## src/rtl/lsu_pkg.sv

```systemverilog
`default_nettype none
// ============================================================================
//  Module      : lsu_pkg
//  Description : Shared types and constants for the load/store unit.
//                - lsu_state_t : FSM state encoding
//                - F3_*        : RV32I load/store funct3 codes
//                - CAUSE_*     : fault cause codes reported on fault_cause
//  Revision    : 1.0  initial release
// ============================================================================
package lsu_pkg;

  typedef enum logic [1:0] {
    IDLE  = 2'd0,
    BUS   = 2'd1,
    DONE  = 2'd2,
    FAULT = 2'd3
  } lsu_state_t;

  // funct3[1:0] gives the access size, funct3[2] marks the unsigned loads.
  localparam logic [2:0] F3_B  = 3'b000;
  localparam logic [2:0] F3_H  = 3'b001;
  localparam logic [2:0] F3_W  = 3'b010;
  localparam logic [2:0] F3_BU = 3'b100;
  localparam logic [2:0] F3_HU = 3'b101;

  localparam logic [1:0] CAUSE_NONE     = 2'b00;
  localparam logic [1:0] CAUSE_MISALIGN = 2'b01;
  localparam logic [1:0] CAUSE_ILLEGAL  = 2'b10;
  localparam logic [1:0] CAUSE_TIMEOUT  = 2'b11;

endpackage : lsu_pkg
`default_nettype wire

```

## src/rtl/load_store_unit_if.sv

```systemverilog
`default_nettype none
// ============================================================================
//  Module      : load_store_unit_if
//  Description : Handshaked memory bus between the load/store unit and memory.
//                bus_req   : request, held until bus_ack
//                bus_we    : write strobe
//                bus_addr  : word-aligned byte address
//                bus_be    : byte enables
//                bus_wdata : lane-replicated store data
//                bus_ack   : memory accepted/completed the access this cycle
//                bus_rdata : read word, valid together with bus_ack
//                modport master : load/store unit side
//                modport slave  : memory side
//  Revision    : 1.0  initial release
// ============================================================================
interface load_store_unit_if;
  logic        bus_req;
  logic        bus_we;
  logic [31:0] bus_addr;
  logic [3:0]  bus_be;
  logic [31:0] bus_wdata;
  logic        bus_ack;
  logic [31:0] bus_rdata;

  modport master (
    output bus_req, bus_we, bus_addr, bus_be, bus_wdata,
    input  bus_ack, bus_rdata
  );

  modport slave (
    input  bus_req, bus_we, bus_addr, bus_be, bus_wdata,
    output bus_ack, bus_rdata
  );
endinterface : load_store_unit_if
`default_nettype wire

```

## src/rtl/lsu_lane_align.sv

```systemverilog
`default_nettype none
// ============================================================================
//  Module      : lsu_lane_align
//  Description : Combinational lane logic for the load/store unit.
//                Checks funct3 legality and alignment, builds byte enables and
//                lane-replicated store data, and extracts/extends load data.
//  Ports       : i_funct3      funct3 of the access
//                i_write       1 = store, 0 = load
//                i_offset      byte offset within the word (addr[1:0])
//                i_wdata       raw store data (rs2)
//                i_rdata       raw read word from the bus
//                o_be          byte enables (1111 for loads)
//                o_wdata       replicated store data (0 for loads)
//                o_misaligned  access crosses its natural alignment
//                o_illegal     funct3 not valid for this access direction
//                o_load_data   selected and sign/zero-extended load result
//  Revision    : 1.0  initial release
// ============================================================================
module lsu_lane_align
  import lsu_pkg::*;
(
  input  logic [2:0]  i_funct3,
  input  logic        i_write,
  input  logic [1:0]  i_offset,
  input  logic [31:0] i_wdata,
  input  logic [31:0] i_rdata,
  output logic [3:0]  o_be,
  output logic [31:0] o_wdata,
  output logic        o_misaligned,
  output logic        o_illegal,
  output logic [31:0] o_load_data
);

  logic [7:0]  w_byte;
  logic [15:0] w_half;

  always_comb begin
    o_be         = 4'b0000;
    o_wdata      = 32'h0;
    o_misaligned = 1'b0;
    o_illegal    = 1'b0;
    o_load_data  = 32'h0;
    w_byte       = i_rdata[{i_offset, 3'b000} +: 8];
    w_half       = i_offset[1] ? i_rdata[31:16] : i_rdata[15:0];

    if (i_write) begin
      o_illegal = !((i_funct3 == F3_B) || (i_funct3 == F3_H) || (i_funct3 == F3_W));
    end else begin
      o_illegal = !((i_funct3 == F3_B)  || (i_funct3 == F3_H) || (i_funct3 == F3_W) ||
                    (i_funct3 == F3_BU) || (i_funct3 == F3_HU));
    end

    case (i_funct3[1:0])
      2'b01:   o_misaligned = i_offset[0];
      2'b10:   o_misaligned = |i_offset;
      default: o_misaligned = 1'b0;
    endcase

    if (i_write) begin
      case (i_funct3[1:0])
        2'b00: begin
          o_be    = 4'b0001 << i_offset;
          o_wdata = {4{i_wdata[7:0]}};
        end
        2'b01: begin
          o_be    = i_offset[1] ? 4'b1100 : 4'b0011;
          o_wdata = {2{i_wdata[15:0]}};
        end
        default: begin
          o_be    = 4'b1111;
          o_wdata = i_wdata;
        end
      endcase
    end else begin
      o_be = 4'b1111;
    end

    case (i_funct3)
      F3_B:    o_load_data = {{24{w_byte[7]}}, w_byte};
      F3_H:    o_load_data = {{16{w_half[15]}}, w_half};
      F3_BU:   o_load_data = {24'h0, w_byte};
      F3_HU:   o_load_data = {16'h0, w_half};
      default: o_load_data = i_rdata;
    endcase
  end

endmodule : lsu_lane_align
`default_nettype wire

```

## src/rtl/load_store_unit.sv

```systemverilog
`default_nettype none
// ============================================================================
//  Module      : load_store_unit
//  Description : Multi-cycle load/store engine between the core datapath and a
//                handshaked memory bus. Stalls the core while a bus access is
//                outstanding and aborts an access after TIMEOUT bus cycles
//                without an acknowledge.
//  Parameters  : TIMEOUT      bus cycles without bus_ack before abort (>=1)
//  Ports       : clk, reset   clock, synchronous active-high reset
//                req_valid    core presents a load/store this cycle
//                req_write    1 = store, 0 = load
//                req_funct3   RV32I funct3
//                req_addr     byte address
//                req_wdata    store data (rs2)
//                stall        hold PC / register-file write while high
//                load_data    extracted load result (0 after stores/faults)
//                load_valid   1-cycle pulse, access complete
//                fault        1-cycle pulse, access aborted
//                fault_cause  01 misaligned, 10 illegal funct3, 11 timeout
//                bus          memory bus (master side)
//  Revision    : 1.0  initial release
// ============================================================================
module load_store_unit
  import lsu_pkg::*;
#(
  parameter int TIMEOUT = 16
) (
  input  logic                     clk,
  input  logic                     reset,
  input  logic                     req_valid,
  input  logic                     req_write,
  input  logic [2:0]               req_funct3,
  input  logic [31:0]              req_addr,
  input  logic [31:0]              req_wdata,
  output logic                     stall,
  output logic [31:0]              load_data,
  output logic                     load_valid,
  output logic                     fault,
  output logic [1:0]               fault_cause,
  load_store_unit_if.master        bus
);

  localparam int              c_CW   = $clog2(TIMEOUT + 1);
  localparam logic [c_CW-1:0] c_LAST = c_CW'(TIMEOUT - 1);

  lsu_state_t      r_state;
  logic [c_CW-1:0] r_cnt;
  logic [2:0]      r_funct3;
  logic [1:0]      r_offset;
  logic            r_write;

  logic [2:0]      w_funct3;
  logic [1:0]      w_offset;
  logic            w_write;
  logic [3:0]      w_be;
  logic [31:0]     w_wdata;
  logic            w_misaligned;
  logic            w_illegal;
  logic [31:0]     w_load_data;

  // In IDLE the lane logic looks at the incoming request for legality and
  // lane generation; once the bus is busy it looks at the latched fields so
  // the returning read word is extracted with the original offset/size.
  assign w_funct3 = (r_state == IDLE) ? req_funct3    : r_funct3;
  assign w_offset = (r_state == IDLE) ? req_addr[1:0] : r_offset;
  assign w_write  = (r_state == IDLE) ? req_write     : r_write;

  lsu_lane_align u_lane (
    .i_funct3     (w_funct3),
    .i_write      (w_write),
    .i_offset     (w_offset),
    .i_wdata      (req_wdata),
    .i_rdata      (bus.bus_rdata),
    .o_be         (w_be),
    .o_wdata      (w_wdata),
    .o_misaligned (w_misaligned),
    .o_illegal    (w_illegal),
    .o_load_data  (w_load_data)
  );

  // Same-cycle stall in IDLE so the core never advances past a memory
  // instruction before the FSM has latched it.
  assign stall = (r_state == IDLE) ? req_valid : (r_state == BUS);

  always_ff @(posedge clk) begin
    if (reset) begin
      r_state       <= IDLE;
      r_cnt         <= '0;
      r_funct3      <= 3'b000;
      r_offset      <= 2'b00;
      r_write       <= 1'b0;
      load_data     <= 32'h0;
      load_valid    <= 1'b0;
      fault         <= 1'b0;
      fault_cause   <= CAUSE_NONE;
      bus.bus_req   <= 1'b0;
      bus.bus_we    <= 1'b0;
      bus.bus_addr  <= 32'h0;
      bus.bus_be    <= 4'b0000;
      bus.bus_wdata <= 32'h0;
    end else begin
      load_valid  <= 1'b0;
      fault       <= 1'b0;
      fault_cause <= CAUSE_NONE;

      case (r_state)
        IDLE: begin
          if (req_valid) begin
            if (w_illegal) begin
              fault       <= 1'b1;
              fault_cause <= CAUSE_ILLEGAL;
              load_data   <= 32'h0;
              r_state     <= FAULT;
            end else if (w_misaligned) begin
              fault       <= 1'b1;
              fault_cause <= CAUSE_MISALIGN;
              load_data   <= 32'h0;
              r_state     <= FAULT;
            end else begin
              r_funct3      <= req_funct3;
              r_offset      <= req_addr[1:0];
              r_write       <= req_write;
              r_cnt         <= '0;
              bus.bus_req   <= 1'b1;
              bus.bus_we    <= req_write;
              bus.bus_addr  <= {req_addr[31:2], 2'b00};
              bus.bus_be    <= w_be;
              bus.bus_wdata <= w_wdata;
              r_state       <= BUS;
            end
          end
        end

        BUS: begin
          if (bus.bus_ack) begin
            bus.bus_req   <= 1'b0;
            bus.bus_we    <= 1'b0;
            bus.bus_addr  <= 32'h0;
            bus.bus_be    <= 4'b0000;
            bus.bus_wdata <= 32'h0;
            load_data     <= r_write ? 32'h0 : w_load_data;
            load_valid    <= 1'b1;
            r_state       <= DONE;
          end else if (r_cnt == c_LAST) begin
            bus.bus_req   <= 1'b0;
            bus.bus_we    <= 1'b0;
            bus.bus_addr  <= 32'h0;
            bus.bus_be    <= 4'b0000;
            bus.bus_wdata <= 32'h0;
            load_data     <= 32'h0;
            fault         <= 1'b1;
            fault_cause   <= CAUSE_TIMEOUT;
            r_state       <= FAULT;
          end else begin
            r_cnt <= r_cnt + 1'b1;
          end
        end

        DONE:    r_state <= IDLE;
        FAULT:   r_state <= IDLE;
        default: r_state <= IDLE;
      endcase
    end
  end

endmodule : load_store_unit
`default_nettype wire
```

## src/flat_wrapper.sv

```systemverilog
// flat-port wrapper written by rule: the top's interface ports become plain ports
module load_store_unit_flat import lsu_pkg::*;
#(
  parameter int TIMEOUT = 16
)
  (clk, reset, req_valid, req_write, req_funct3, req_addr, req_wdata, stall, load_data, load_valid, fault, fault_cause, bus_bus_req, bus_bus_we, bus_bus_addr, bus_bus_be, bus_bus_wdata, bus_bus_ack, bus_bus_rdata);
  load_store_unit_if bus_i ();
  input  logic clk;
  input  logic reset;
  input  logic req_valid;
  input  logic req_write;
  input  logic [2:0] req_funct3;
  input  logic [31:0] req_addr;
  input  logic [31:0] req_wdata;
  output logic stall;
  output logic [31:0] load_data;
  output logic load_valid;
  output logic fault;
  output logic [1:0] fault_cause;
  output wire logic [$bits(bus_i.bus_req)-1:0] bus_bus_req;
  output wire logic [$bits(bus_i.bus_we)-1:0] bus_bus_we;
  output wire logic [$bits(bus_i.bus_addr)-1:0] bus_bus_addr;
  output wire logic [$bits(bus_i.bus_be)-1:0] bus_bus_be;
  output wire logic [$bits(bus_i.bus_wdata)-1:0] bus_bus_wdata;
  input wire logic [$bits(bus_i.bus_ack)-1:0] bus_bus_ack;
  input wire logic [$bits(bus_i.bus_rdata)-1:0] bus_bus_rdata;
  assign bus_bus_req = bus_i.bus_req;
  assign bus_bus_we = bus_i.bus_we;
  assign bus_bus_addr = bus_i.bus_addr;
  assign bus_bus_be = bus_i.bus_be;
  assign bus_bus_wdata = bus_i.bus_wdata;
  assign bus_i.bus_ack = bus_bus_ack;
  assign bus_i.bus_rdata = bus_bus_rdata;
  load_store_unit #(.TIMEOUT(TIMEOUT)) u_core (.clk(clk), .reset(reset), .req_valid(req_valid), .req_write(req_write), .req_funct3(req_funct3), .req_addr(req_addr), .req_wdata(req_wdata), .stall(stall), .load_data(load_data), .load_valid(load_valid), .fault(fault), .fault_cause(fault_cause), .bus(bus_i));
endmodule
```

## config.mk

```make
export PLATFORM = sky130hd
export DESIGN_NAME = load_store_unit_flat
export DESIGN_NICKNAME = d
export VERILOG_FILES = /design/src/rtl/lsu_pkg.sv /design/src/rtl/load_store_unit_if.sv /design/src/rtl/lsu_lane_align.sv /design/src/rtl/load_store_unit.sv /design/src/flat_wrapper.sv
export SDC_FILE = /design/constraint.sdc
export NUM_CORES = 1
export LEC_CHECK = 0
export ABC_AREA = 0
export BUFFER_PORTS_ARGS = -buffer_cell sky130_fd_sc_hd__buf_2
export CAP_MARGIN = 20
export CELL_PAD_IN_SITES_DETAIL_PLACEMENT = 0
export CELL_PAD_IN_SITES_GLOBAL_PLACEMENT = 1
export CORE_ASPECT_RATIO = 1.2
export CORE_UTILIZATION = 36
export DETAILED_ROUTE_END_ITERATION = 8
export PLACE_DENSITY = 0.9
export SYNTH_ARGS = -nofsm -noshare
export SYNTH_HDL_FRONTEND = slang
export SYNTH_HIERARCHICAL = 1
export SYNTH_SLANG_ARGS = --single-unit
```

## constraint.sdc

```tcl
create_clock -name clk -period 5.2 [get_ports clk]
set_input_delay 0.78 -clock clk [delete_from_list [all_inputs] [get_ports clk]]
set_output_delay 0.78 -clock clk [all_outputs]
set_load 0.01 [all_outputs]
```

## After elaboration in Yosys (flattened, before gate mapping)

Cells that the tools add are included.

- Register bits: 119
- Output and inout port bits: 107
- Word-level logic and storage cells: 125

- Add/subtract/negate cells: 1
- Equal/unequal tests: 17
- Shift-type cells: 2
- Mux-type cells: 70
- Bitwise logic cells: 3
- Reductions and logical operators: 18

Operators with widths:

| cell | number |
|---|---|
| two-way mux 32 bit | 14 |
| case mux 32 bit (2 select lines) | 4 |
| case mux 32 bit (4 select lines) | 1 |
| variable part select 32 x 6 -> 8 bit | 1 |
| two-way mux 4 bit | 7 |
| two-way mux 5 bit | 5 |
| two-way mux 2 bit | 10 |
| two-way mux 1 bit | 18 |
| two-way mux 16 bit | 1 |
| case mux 4 bit (2 select lines) | 2 |
| != test 2 bit (second input constant) | 5 |
| case mux 5 bit (2 select lines) | 1 |
| case mux 1 bit (2 select lines) | 4 |
| AND reduction 4 bit | 2 |
| equality test 2 bit (second input constant) | 3 |
| equality test 3 bit (second input constant) | 2 |
| != test 3 bit (second input constant) | 2 |
| case mux 2 bit (3 select lines) | 1 |
| AND reduction 6 bit | 1 |
| OR reduction 2 bit | 3 |
| adder 5 x 1 -> 5 bit (second input constant) | 1 |
| equality test 5 x 4 -> 1 bit (second input constant) | 1 |
| AND reduction 5 bit | 1 |
| equality test 2 x 1 -> 1 bit (second input constant) | 2 |
| 12 further kinds | 19 |

## Logic depth before layout (Yosys ltp)

- Word-level depth: 12
- Depth in mapped cells: 20
- Mapped depth without buffers: 11

## Modules after synthesis

Netlist, hierarchy kept.

Modules (own cells, without submodules):

| module | times used | cells each | area each (µm²) |
|---|---|---|---|
| load_store_unit | 1 | 579 | 4,918.5 |
| lsu_lane_align | 1 | 190 | 1,322.5 |

## Worst setup path after synthesis

Ideal clock, no wire load.

- Path type: register -> register
- From: register u_core.r_state[1]
- To: register u_core.load_data[10]
- Setup time: 0.117 ns
- Arrival: 3.485 ns
- Required time: 5.083 ns
- Setup slack: 1.597 ns
- Cell stages (with the launch flop): 19
- Buffers on the path: 7
- Clock period less this slack: 3.603 ns
- Cells stage by stage: dfxtp_1 -> buf_6 -> nor2_1 -> buf_4 -> buf_2 -> nand2_1 -> nand2_1 -> buf_2 -> inv_1 -> ha_1 -> buf_2 -> nor2_4 -> buf_2 -> o21ai_0 -> o21ai_0 -> o21ai_0 -> a211o_1 -> buf_2 -> a32o_1

- Word-level cells in the longest chain between the ends: 12
- Elaborated cells on any way between the ends: 34
- Classes of those cells: eq/ne (10); shift (1); mux (12); reduce/logical (11)

Ends and longest elaborated chain:

| item | line | source |
|---|---|---|
| from (decl) | load_store_unit.sv:46 | `lsu_state_t r_state;` |
| from (signal assigned) | load_store_unit.sv:87 | `r_state <= IDLE;` |
| from (signal assigned) | load_store_unit.sv:113 | `r_state <= FAULT;` |
| from (signal assigned) | load_store_unit.sv:118 | `r_state <= FAULT;` |
| logical NOT 2 bit (*) | load_store_unit.sv:64 | `assign w_funct3 = (r_state == IDLE) ? req_funct3 : r_funct3;` |
| two-way mux 3 bit (*) | load_store_unit.sv:64 |  |
| via u_core.w_funct3[1] | load_store_unit.sv:52 | `logic [2:0] w_funct3;` |
| equality test 3 x 1 -> 1 bit / logical NOT 3 bit (equally long branches) | lsu_lane_align.sv:47, lsu_lane_align.sv:49 |  |
| logical OR 1 bit (2 in series) | lsu_lane_align.sv:47, lsu_lane_align.sv:49 |  |
| logical OR 1 bit | lsu_lane_align.sv:49 | `o_illegal = !((i_funct3 == F3_B) \|\| (i_funct3 == F3_H) \|\| (i_funct3 == F3_W) \|\|` |
| logical OR 1 bit | lsu_lane_align.sv:50 | `(i_funct3 == F3_BU) \|\| (i_funct3 == F3_HU));` |
| logical NOT 1 bit | lsu_lane_align.sv:49 |  |
| two-way mux 1 bit (*) | lsu_lane_align.sv:46 | `if (i_write) begin` |
| via u_core.w_illegal | load_store_unit.sv:58 | `logic w_illegal;` |
| two-way mux 32 bit | load_store_unit.sv:109 | `if (w_illegal) begin` |
| two-way mux 32 bit | load_store_unit.sv:108 | `if (req_valid) begin` |
| case mux 32 bit (2 select lines) | load_store_unit.sv:106 | `case (r_state)` |
| to (signal assigned) | load_store_unit.sv:141 | `load_data <= r_write ? 32'h0 : w_load_data;` |
| to (decl) | load_store_unit.sv:36 | `output logic [31:0] load_data,` |

Mark *: on every way through the listed nets, which the timed path passes. The rest lies on a longest branch. The select of a mux whose other input is x is not followed.
A chain may end at the register's enable or synchronous reset.

## Final worst setup path

- From: register u_core.r_state[1]
- To: register u_core.bus.bus_addr[12]

- Word-level cells in the longest chain between the ends: 11
- Elaborated cells on any way between the ends: 28
- Classes of those cells: eq/ne (11); mux (6); reduce/logical (11)

Ends and longest elaborated chain:

| item | line | source |
|---|---|---|
| logical NOT 2 bit (*) | load_store_unit.sv:64 |  |
| two-way mux 3 bit (*) | load_store_unit.sv:64 |  |
| via u_core.w_funct3[1] | load_store_unit.sv:52 |  |
| equality test 3 x 1 -> 1 bit / logical NOT 3 bit (equally long branches) | lsu_lane_align.sv:47, lsu_lane_align.sv:49 |  |
| logical OR 1 bit (2 in series) | lsu_lane_align.sv:47, lsu_lane_align.sv:49 |  |
| logical OR 1 bit | lsu_lane_align.sv:49 |  |
| logical OR 1 bit | lsu_lane_align.sv:50 |  |
| logical NOT 1 bit | lsu_lane_align.sv:49 |  |
| two-way mux 1 bit (*) | lsu_lane_align.sv:46 |  |
| via u_core.w_illegal | load_store_unit.sv:58 |  |
| != test 2 bit (no source line) (*) | n/a |  |
| AND reduction 5 bit (no source line) (*) | n/a |  |
| to (signal assigned) | load_store_unit.sv:126 | `bus.bus_addr <= {req_addr[31:2], 2'b00};` |
| to (decl) | load_store_unit_if.sv:26 | `output bus_req, bus_we, bus_addr, bus_be, bus_wdata,` |

Mark *: on every way through the listed nets, which the timed path passes. The rest lies on a longest branch.

==> impl_metrics.tcl <==
set metrics [dict create \
    maxSlewViolCount 0 \
    r2r_end "u_core/bus.bus_addr[12]" \
    clock_sink_count 117 \
    areaGrowthSynthToFinish_pct 26.1 \
    cp.arrival_ns 5.07 \
    synth_area_leaders "dfxtp_1 (38%), nand3_1 (12%), a31oi_1 (6.7%)" \
    synth_edf_count 0 \
    timing.rr.start "u_core/r_state[1]" \
    gp_congestion 0.835 \
    yosys.area_share.simple_pct 21.2 \
    vias_per_cell 5.87 \
    dieArea_um2 17900 \
    routed_wl_um 20800 \
    synth-seq-area-share_pct 37.5 \
    syn-cell-area_um2 6240 \
    worstSetupPathType "reg -> reg" \
    cp.required_ns 5.53 \
    synth_mux_area_share_pct 3.45 \
    post_cts_buffers 0 \
    maxSlewHeadroom_pct 28.6 \
    synth-compound-area-share_pct 29.2 \
    hold_depth 2 \
    hold_viol 0 \
    synth_top_flop_cell "dfxtp_1" \
    hold_start "u_core/bus.bus_req" \
    start_kind "flop" \
    port_buffers 208 \
    ys_ff_latch 117 \
    grt_overflow 0 \
    finalCoreUtilization_pct 46.5 \
    worst_pin_slew_ns 1.07 \
    hold_buffers 0 \
    row_count 52 \
    initialDrtViolationCount 684 \
    fmaxAchievable_ghz 0.211 \
    dr_total_vias 6745 \
    worstHoldPathType "reg -> reg" \
    h-tree-depth 4 \
    grt_max_degree 82 \
    r2r_cells 11 \
    synth_top_family_by_area "compound AO/OA/AOI/OAI gates" \
    end_kind "flop" \
    cts_buffers 17 \
    ant_nets 0 \
    fp.dieH_um 146 \
    maxCapViolations 0 \
    antenna_found_initial 0 \
    fin_skew_ns 0.0115 \
    met1_length_um 8470 \
    ctsResizeCount 0 \
    fin_tns_setup_ns 0 \
    fin_crit_ns 4.74 \
    path_clk_slew_ns 0.06 \
    final_cell_mix "buf_2 (208), nand3_1 (144), dfxtp_1 (116)" \
    dr_wl_met2_um 9770 \
    final_area_um2 7870 \
    synth.largest_area_cell "dfxtp_1" \
    powerDensity_nw_per_um2 396 \
    antenna_cells 0 \
    setup_viol 0 \
    ir_drop_v 0.000223 \
    initial_core_util_pct 36.9 \
    p_leak_uw 0.00326 \
    synthArstFlopShare_pct 0 \
    nets 1030 \
    core_um2 16900 \
    groute.usage.overall_pct 22.8 \
    clockBufferDepth 2 \
    syn_inst 769 \
    yosys.area_share.adder_pct 1.00 \
    crit_path_max_fanout 40 \
    r2r_slack_ns 0.46 \
    rsz0062_at_grt "false" \
    avgSynthCellArea_um2 8.12 \
    post_drt_wl_per_cell_um 18.1 \
    hpwl_um 13600 \
    period_share_pct 91.1 \
    clock_latency_ns 0.42 \
    grt_pass1_wl_um 32200 \
    synth_top_area_share_pct 37.5 \
    root_buffer "clkbuf_16" \
    top_layer "met4" \
    dr_wl_met3_um 2010 \
    mostFrequentLayoutCell "buf_2" \
    post_dp_cell_area_um2 7240 \
    dr.pass1.iters 5 \
    status "complete, no violations" \
    yosys_warnings 6 \
    io_pins 211 \
    hold_ws_ns 0.473 \
    drive_gt1_share_pct 31.0 \
    synth_xor_area_share_pct 0 \
    drcViolationCount 0 \
    cts_tree "built" \
    die_w_um 122 \
    yosysUniqueCellTypes 53 \
    worst_hold_path.endpoint "u_core/bus.bus_req" \
    grt_pass1_vias 6181 \
]
[critical path, cell delays in order, from the launching register on]
cell	delay, ns
dfxtp_2	0.64
or2_2	0.36
nand2_1	0.08
nand2_1	0.38
inv_1	0.12
ha_1	0.50
or2_1	0.41
o21ai_0	0.54
or3b_2	0.76
buf_4	0.52
nand3_1	0.12
a31oi_1	0.21
[how the worst max path moves through the flow]
| stage | startpoint | to | slack, ns | cells past startpoint |
|---|---|---|---|---|
| floorplan | u_core/r_state[1] | u_core/load_data[10] | 1.60 | 18 |
| global placement | u_core/r_state[1] | u_core/bus.bus_addr[5] | 0.64 | 11 |
| detailed placement | u_core/r_state[1] | u_core/bus.bus_addr[20] | 0.55 | 11 |
| CTS | u_core/r_state[1] | u_core/bus.bus_addr[20] | 0.52 | 11 |
| global route | u_core/r_state[1] | u_core/bus.bus_addr[29] | 0.03 | 11 |
| finish | u_core/r_state[1] | u_core/bus.bus_addr[12] | 0.46 | 11 |
[cell families (layout without fill, tap and decap cells)]
| family | count (synthesis) | after routing |
|---|---|---|
| muxes | 19 | 19 |
| and+or+nand+nor | 261 | 261 |
| DFF | 117 | 117 |
| AOI/OAI and AO/OA | 266 | 266 |
| adders and majority gates | 5 | 5 |
| buffers and inverters | 100 | 264 |
| other | 1 | 2 |
[through the flow]
step / setup WS, ns / total power [µW] / cells
2_1_floorplan: 1.60 / 1670 / 770
3_3_place_gp: 0.637 / 1910 / 1117
3_5_place_dp: 0.548 / 1920 / 1117
4_1_cts: 0.521 / 3120 / 1149
5_1_grt: 0.0335 / 3270 / 1150
6_report: 0.461 / 3120 / 1150
[layer usage]
layer  vias to the layer above  GRT usage, %
met1                      3197          27.8
met4                         0          9.33
li1                       3192             -
met3                        45          7.27
met2                       311          36.5
met5                         -             0
[cells in the mapped netlist, types with 8 or more instances]
master / count
a31oi_1: 67
mux2i_1: 8
nor2_1: 21
buf_1: 12
inv_1: 8
buf_2: 31
nand2_1: 57
and2_1: 8
a21oi_1: 23
dfxtp_1: 117
a32o_1: 32
a22oi_1: 31
clkbuf_1: 39
nor2b_1: 11
a22oi_2: 10
nand3_1: 144
o21ai_0: 79
[flip-flops by register name, indices dropped and copies added (netlist names), 2 cells and up]
signal / count
u_core/bus.bus_addr: 30
u_core/bus.bus_be: 4
u_core/bus.bus_wdata: 32
u_core/fault_cause: 2
u_core/load_data: 32
u_core/r_cnt: 5
u_core/r_funct3: 3
u_core/r_offset: 2
u_core/r_state: 2
[power by group]
| part | internal (µW) | switching (µW) | leakage (µW) |
|---|---|---|---|
| registers | 972 | 55.5 | 0.000949 |
| clock network | 718 | 479 | 0.000288 |
| logic | 312 | 582 | 0.00203 |
[cell type report]
class                      instances  area, µm²
clock buffer                      17        425
clock inverter                    15        170
fill                            1715       9050
inverter                           9       33.8
multi-input combinational        553       3450
sequential                       117       2340
tap                              216        270
timing repair buffer             223       1170
No activity file was read; power rests on OpenSTA's default activity.
